$ cat config.mk
export PLATFORM = sky130hd
export DESIGN_NAME = interval_classifier
export DESIGN_NICKNAME = d
export VERILOG_FILES = /design/src/rtl/interval_pkg.sv /design/src/rtl/interval_fp_ge.sv /design/src/rtl/interval_classifier.sv
export SDC_FILE = /design/constraint.sdc
export NUM_CORES = 1
export LEC_CHECK = 0
export BUFFER_PORTS_ARGS = -buffer_cell sky130_fd_sc_hd__buf_4
export CAP_MARGIN = 20
export CORE_MARGIN = 3
export CORE_UTILIZATION = 39
export DETAILED_ROUTE_END_ITERATION = 16
export PLACE_DENSITY = 0.63
export SYNTH_ARGS = -nofsm -noshare
export SYNTH_HDL_FRONTEND = slang
export SYNTH_SLANG_ARGS = --single-unit
$ cat constraint.sdc
create_clock -name clk_i -period 5.5 [get_ports clk_i]
set_input_delay 0.275 -clock clk_i [delete_from_list [all_inputs] [get_ports clk_i]]
set_output_delay 0.275 -clock clk_i [all_outputs]
set_load 0.005 [all_outputs]
$ cat src/rtl/interval_pkg.sv
// Shared types and helpers for the interval classifier: floating-point format
// descriptors, NaN detection and the total-order compare key.
package interval_pkg;

    typedef enum logic [2:0] {
        FP32    = 3'd0,
        FP64    = 3'd1,
        FP16    = 3'd2,
        FP8     = 3'd3,
        FP16ALT = 3'd4
    } fp_format_e;

    localparam int unsigned MAX_W = 64;

    // Raw bit pattern of the widest supported format; narrower values are zero-extended.
    typedef logic [MAX_W-1:0] fp_raw_t;

    function automatic int unsigned exp_bits(fp_format_e fmt);
        case (fmt)
            FP32:    return 8;
            FP64:    return 11;
            FP16:    return 5;
            FP8:     return 5;
            FP16ALT: return 8;
            default: return 5;
        endcase
    endfunction

    function automatic int unsigned man_bits(fp_format_e fmt);
        case (fmt)
            FP32:    return 23;
            FP64:    return 52;
            FP16:    return 10;
            FP8:     return 2;
            FP16ALT: return 7;
            default: return 10;
        endcase
    endfunction

    function automatic int unsigned fp_width(fp_format_e fmt);
        return 1 + exp_bits(fmt) + man_bits(fmt);
    endfunction

    function automatic logic fp_is_nan(fp_format_e fmt, fp_raw_t v);
        int unsigned m;
        int unsigned e;
        logic exp_ones;
        logic man_nz;
        m = man_bits(fmt);
        e = exp_bits(fmt);
        exp_ones = 1'b1;
        man_nz   = 1'b0;
        for (int unsigned i = 0; i < MAX_W; i++) begin
            if (i < m) begin
                man_nz = man_nz | v[i];
            end else if (i < m + e) begin
                exp_ones = exp_ones & v[i];
            end
        end
        return exp_ones & man_nz;
    endfunction

    // Maps a non-NaN value to an unsigned key whose order matches the numeric
    // order; both zeros map to the same key so -0 compares equal to +0.
    function automatic fp_raw_t order_key(fp_format_e fmt, fp_raw_t v);
        int unsigned w;
        fp_raw_t top;
        fp_raw_t mask;
        w    = fp_width(fmt);
        top  = fp_raw_t'(1) << (w - 1);
        mask = top - fp_raw_t'(1);
        if ((v & mask) == '0) begin
            return top;
        end
        if ((v & top) != '0) begin
            return ~v & mask;
        end
        return (v & mask) | top;
    endfunction

endpackage

$ cat src/rtl/interval_fp_ge.sv
// Combinational a >= b comparator on the floating-point total order, with a
// NaN flag for operand a.
module interval_fp_ge import interval_pkg::*; #(
    parameter fp_format_e FpFormat = FP16,
    localparam int unsigned WIDTH = fp_width(FpFormat)
) (
    input  logic [WIDTH-1:0] a_i,
    input  logic [WIDTH-1:0] b_i,
    output logic             ge_o,
    output logic             is_nan_o
);

    always_comb begin
        ge_o     = order_key(FpFormat, fp_raw_t'(a_i)) >= order_key(FpFormat, fp_raw_t'(b_i));
        is_nan_o = fp_is_nan(FpFormat, fp_raw_t'(a_i));
    end

endmodule

$ cat src/rtl/interval_classifier.sv
// Two-stage pipelined classifier: compares each sample against programmable
// boundaries, emits one-hot/binary interval codes and keeps a hit histogram.
module interval_classifier import interval_pkg::*; #(
    parameter fp_format_e  FpFormat = FP16,
    parameter int unsigned NUM_INT  = 8,
    parameter int unsigned CNT_W    = 16,
    localparam int unsigned WIDTH   = fp_width(FpFormat),
    localparam int unsigned IDX_W   = $clog2(NUM_INT),
    localparam int unsigned NUM_BND = NUM_INT - 1,
    localparam int unsigned BND_AW  = (NUM_BND > 1) ? $clog2(NUM_BND) : 1
) (
    input  logic                     clk_i,
    input  logic                     rst_ni,
    input  logic                     in_valid_i,
    output logic                     in_ready_o,
    input  logic [WIDTH-1:0]         s_i,
    input  logic                     bnd_we_i,
    input  logic [BND_AW-1:0]        bnd_addr_i,
    input  logic [WIDTH-1:0]         bnd_data_i,
    output logic                     out_valid_o,
    input  logic                     out_ready_i,
    output logic [NUM_INT-1:0]       interval_o,
    output logic [IDX_W-1:0]         index_o,
    output logic                     nan_o,
    input  logic                     hist_clr_i,
    output logic [NUM_INT*CNT_W-1:0] hist_o
);

    typedef logic [WIDTH-1:0] bnd_t;
    typedef logic [CNT_W-1:0] cnt_t;

    bnd_t bnd_q [NUM_BND];
    bnd_t bnd_d [NUM_BND];
    cnt_t hist_q [NUM_INT];
    cnt_t hist_d [NUM_INT];

    logic [NUM_BND-1:0] ge;
    logic [NUM_BND-1:0] ge_nan;
    logic               sample_nan;

    logic               s1_valid_q, s1_valid_d;
    logic [NUM_BND-1:0] s1_therm_q, s1_therm_d;
    logic               s1_nan_q, s1_nan_d;

    logic               out_valid_q, out_valid_d;
    logic [NUM_INT-1:0] interval_q, interval_d;
    logic [IDX_W-1:0]   index_q, index_d;
    logic               nan_q, nan_d;

    logic               s2_adv, s1_adv, hit;
    logic [NUM_INT:0]   therm;
    logic [NUM_INT-1:0] interval_c;
    logic [IDX_W-1:0]   index_c;

    for (genvar g = 0; g < NUM_BND; g++) begin : g_cmp
        interval_fp_ge #(.FpFormat(FpFormat)) u_ge (
            .a_i      (s_i),
            .b_i      (bnd_q[g]),
            .ge_o     (ge[g]),
            .is_nan_o (ge_nan[g])
        );
    end

    always_comb begin
        sample_nan = |ge_nan;
        s2_adv     = !out_valid_q || out_ready_i;
        s1_adv     = !s1_valid_q || s2_adv;
        in_ready_o = s1_adv;
        hit        = out_valid_q && out_ready_i && !nan_q;
    end

    always_comb begin
        for (int i = 0; i < NUM_BND; i++) begin
            bnd_d[i] = bnd_q[i];
            if (bnd_we_i && (bnd_addr_i == BND_AW'(i))) begin
                bnd_d[i] = bnd_data_i;
            end
        end
    end

    always_comb begin
        s1_valid_d = s1_valid_q;
        s1_therm_d = s1_therm_q;
        s1_nan_d   = s1_nan_q;
        if (s1_adv) begin
            s1_valid_d = in_valid_i;
            if (in_valid_i) begin
                s1_therm_d = ge;
                s1_nan_d   = sample_nan;
            end
        end
    end

    // Index tracks the highest set thermometer bit, so multi-hot codes from
    // unsorted boundaries still yield a single well-defined index.
    always_comb begin
        therm      = {1'b0, s1_therm_q, 1'b1};
        interval_c = '0;
        index_c    = '0;
        for (int k = 0; k < NUM_INT; k++) begin
            interval_c[k] = therm[k] ^ therm[k+1];
            if (therm[k]) begin
                index_c = IDX_W'(k);
            end
        end
        if (s1_nan_q) begin
            interval_c = '0;
            index_c    = '0;
        end
    end

    always_comb begin
        out_valid_d = out_valid_q;
        interval_d  = interval_q;
        index_d     = index_q;
        nan_d       = nan_q;
        if (s2_adv) begin
            out_valid_d = s1_valid_q;
            if (s1_valid_q) begin
                interval_d = interval_c;
                index_d    = index_c;
                nan_d      = s1_nan_q;
            end
        end
    end

    always_comb begin
        hist_o = '0;
        for (int i = 0; i < NUM_INT; i++) begin
            hist_d[i] = hist_q[i];
            if (hit && (index_q == IDX_W'(i)) && (hist_q[i] != '1)) begin
                hist_d[i] = hist_q[i] + cnt_t'(1);
            end
            if (hist_clr_i) begin
                hist_d[i] = '0;
            end
            hist_o[i*CNT_W +: CNT_W] = hist_q[i];
        end
    end

    always_ff @(posedge clk_i or negedge rst_ni) begin
        if (!rst_ni) begin
            s1_valid_q  <= 1'b0;
            s1_therm_q  <= '0;
            s1_nan_q    <= 1'b0;
            out_valid_q <= 1'b0;
            interval_q  <= '0;
            index_q     <= '0;
            nan_q       <= 1'b0;
            for (int i = 0; i < NUM_BND; i++) begin
                bnd_q[i] <= '0;
            end
            for (int i = 0; i < NUM_INT; i++) begin
                hist_q[i] <= '0;
            end
        end else begin
            s1_valid_q  <= s1_valid_d;
            s1_therm_q  <= s1_therm_d;
            s1_nan_q    <= s1_nan_d;
            out_valid_q <= out_valid_d;
            interval_q  <= interval_d;
            index_q     <= index_d;
            nan_q       <= nan_d;
            for (int i = 0; i < NUM_BND; i++) begin
                bnd_q[i] <= bnd_d[i];
            end
            for (int i = 0; i < NUM_INT; i++) begin
                hist_q[i] <= hist_d[i];
            end
        end
    end

    always_comb begin
        out_valid_o = out_valid_q;
        interval_o  = interval_q;
        index_o     = index_q;
        nan_o       = nan_q;
    end

endmodule
==> results.md <==
* Synth Warn # at 0
* Synthesized cell area at ~0.016 mm²
* Final worst setup slack at 2270 ps
* First-pass GRT wire length at approximately 73,000 µm
* Post-DP HPWL at ~33,000 µm
* Largest net degree at the start of global routing at between 100 and 150
* Post-synth EDFFs at 0
* Depth of the most critical reg-to-reg path at 9
* Die Wd at 210 µm
* Core Region at 0.0404 mm²
* CP startpoint: bnd_q[35]$_DFFE_PN0P_
* Die Height at 210 µm
* Critical Path Source Type: flop
* Share of the synthesized area in the top cell type at 40.6%
* Leak pwr at 8.59 nW
* Clock sinks at 262
* Cell taking the most area after synthesis: dfrtp_1
* Most common cell in the netlist: dfrtp_1
* Worst EP arrival at 3730 ps
* Count of input and output buffers at 182
* CTS tree: done
* Vias in the first global route at approximately 13,000
* Top cells by area, synth: dfrtp_1, ha_1, mux2_2
* Internal reg-to-reg setup slack at approximately 2300 ps
* Post-Syn Nets at about 1,800
* Clk_lat worst skew at 590 ps
* Seq/Total Area, Yosys at between 40% and 50%
* Logic gate share of total power at 28.5%
* Crit Path Class: flop to flop
* Final Setup Violations at 0
* Synth cell count leaders: dfrtp_1, nor2_1, nand2_1
* CP required at roughly 6000 ps
* Sw frac at roughly 33%
* Syn-to-layout area delta at 18.8%
* Routed WL at 46,700 µm
* Initial antenna violation count at 0
* RSZ-0062 raised after global routing: no
* Clock buffer count from CTS at 31
* Clock slew at reported path FFs at 60 ps
* Drt via density at 5.59
* Worst R2R Start: bnd_q[35]$_DFFE_PN0P_
* Mean Syn Cell Area at between 9 and 10 µm²
* # fillers at 3,762
* Final worst path period share at 58.8%
* Slew Limit Fails at 0
* Worst-Margin Slew at 1190 ps
* Congestion Overflow GR at 0
* Number of remaining DRC errors at 0
* Antenna viol nets, final at 0
* Multi-input logic area at just over 0.009 mm²
* Nets at 1,969
* TritonRoute pass-1 iters at 7
* RePlAce Congestion at 0.905
* Longest Clk Path Bufs at 3
* Int Pwr at 4.40 mW
* Initial Utilization at between 40% and 50%
* Tightest Hold Check Type: primary input to flop
* Crit path max fanout at 16
* Period minus WS final at roughly 3200 ps
* Top Ports at 183
* Sw power at 2.21 mW
* Flops & latches, synth at 262
* Via count at between 10,000 and 15,000
* DIE AREA at 0.0439 mm²
* Final core area utilization at 47.5%
* RR Endpoint: s1_therm_q[4]$_DFFE_PN0P_
* Pwr Density at roughly 340 mW/mm²
* Highest Clock Rate at 309 MHz
* Crit. End Element: flop
* Global Route Usage Sum at 20.8%
* Htree depth at 1
* Max-Cap Viols at 0
* Final Hold Vio Count at 0
* Unique masters post-synth at 61
* Status: completed
* Iter 0 DRT Violations at 930
* Num rows at 73
* N_diodes at 0
* Setup slack at placement at 2000 ps
* Clk pwr share at about a third
* Main synth FF type: dfrtp_1
* Clock root buffer: clkbuf_16
* Worst slew margin at 21.0%
* Fraction of layout cells with a size suffix above 1 at about 20%
* Sequential group share of total power at a little under two fifths
* CP endpoint: s1_therm_q[4]$_DFFE_PN0P_
* Synthesized instance count at roughly 1,700
* Total Neg Setup Slack at 0 ps
* Max IR drop VDD at 0.000273 V
* Fin Clk Skew at 16.4 ps
* Area occupied by registers at 0.00656 mm²
* Ys async rst share at 100%
* DR WL/cell at 19.8 µm
==> critical path, cell delays in order (launching register included) <==
cell and delay [ps]:
dfrtp_1 420, nor4_1 350, nand4_1 530, and2_1 380, ha_1 290, nand4_1 120, nor3_1 280, nor4b_1 350
o221ai_1 180, a32oi_1 240
==> per-stage QoR <==
stage,hold WS (ps),power [mW],area (µm²),cells
final,48.7,6.61,19200,2360
after global routing,36.1,7.03,19200,2360
after CTS,13.5,6.66,19200,2358
after detailed placement,377,4.40,18000,2299
after global placement,387,4.35,18000,2299
after floorplan,-20.6,3.75,16200,1655
==> final cells by class <==
cell class                 instances  share of cell area (%)
multi-input combinational       1300                    48.4
sequential                       262                    34.2
timing repair buffer             195                    7.79
clock buffer                      42                    4.83
tap                              525                    3.42
clock inverter                    14                    1.02
inverter                          22                   0.430
==> power groups by stage <==
stage | Sequential (mW) | Combinational (mW) | Clock [mW]
finish | 2.50 | 1.89 | 2.23
global route | 2.54 | 2.13 | 2.36
CTS | 2.49 | 1.89 | 2.28
detailed placement | 2.53 | 1.87 | 0
global placement | 2.52 | 1.83 | 0
floorplan | 2.38 | 1.38 | 0
==> cells in the final DEF (no fill, tap or decap), types with 7 or more instances in the layout <==
cell         n
dfrtp_1    262
buf_4      188
nor2_1     171
nand2_1    163
xor2_1     125
ha_1       116
mux2_2     113
xnor2_1     99
nand4_1     53
a21oi_1     52
nor3_1      50
nand3_1     46
nor4_1      44
o21ai_0     34
a211oi_1    31
clkbuf_16   31
inv_1       22
nand2b_1    21
and2_1      19
and3_1      18
and4_1      18
clkbuf_8    11
a21o_1      10
o31ai_1     10
mux2i_1      8
a2111oi_0    7
nor4b_1      7
==> sequential cells by signal, summed over array words and instances (netlist names) <==
register	count
bnd_q	112
hist_o	128
index_o	3
interval_o	8
nan_o	1
out_valid_o	1
s1_nan_q	1
s1_therm_q	7
s1_valid_q	1
==> kinds of logic after synthesis <==
kind of cell             count (synthesis)  share of synthesized area [%]
AND/OR/NAND/NOR                        649                           20.0
flip-flops                             262                           40.6
buffers and inverters                   93                           2.19
AO/OA/AOI/OAI                          189                           7.70
adder cells (fa/ha/maj)                116                           8.98
multiplexers                           122                           8.44
XOR/XNOR                               224                           12.1
==> how the worst min path moves through the flow <==
stage                  from                      to  slack [ps]  cells past startpoint
floorplan            rst_ni    bnd_q[0]$_DFFE_PN0P_         -20                      0
global placement     rst_ni  hist_o[11]$_DFFE_PN0P_         390                      1
detailed placement   rst_ni  hist_o[11]$_DFFE_PN0P_         380                      1
CTS                 s_i[11]    s1_nan_q$_DFFE_PN0P_          10                      3
global route        s_i[11]    s1_nan_q$_DFFE_PN0P_          40                      3
finish              s_i[11]    s1_nan_q$_DFFE_PN0P_          50                      3
==> routing by layer <==
layer / wire length, µm / global-route usage [%]
met1: 21100 / 28.9
met2: 21400 / 33.8
met3: 2740 / 3.45
met4: 1400 / 5.82
met5: 0 / 0
==> repair_timing <==
action,CTS,global route
setup endpoints to repair,0,0
gates resized for setup,0,0
hold endpoints to repair,103,0
hold buffers,3,0
setup buffers,0,0
Power figures use the tool's default switching activity.
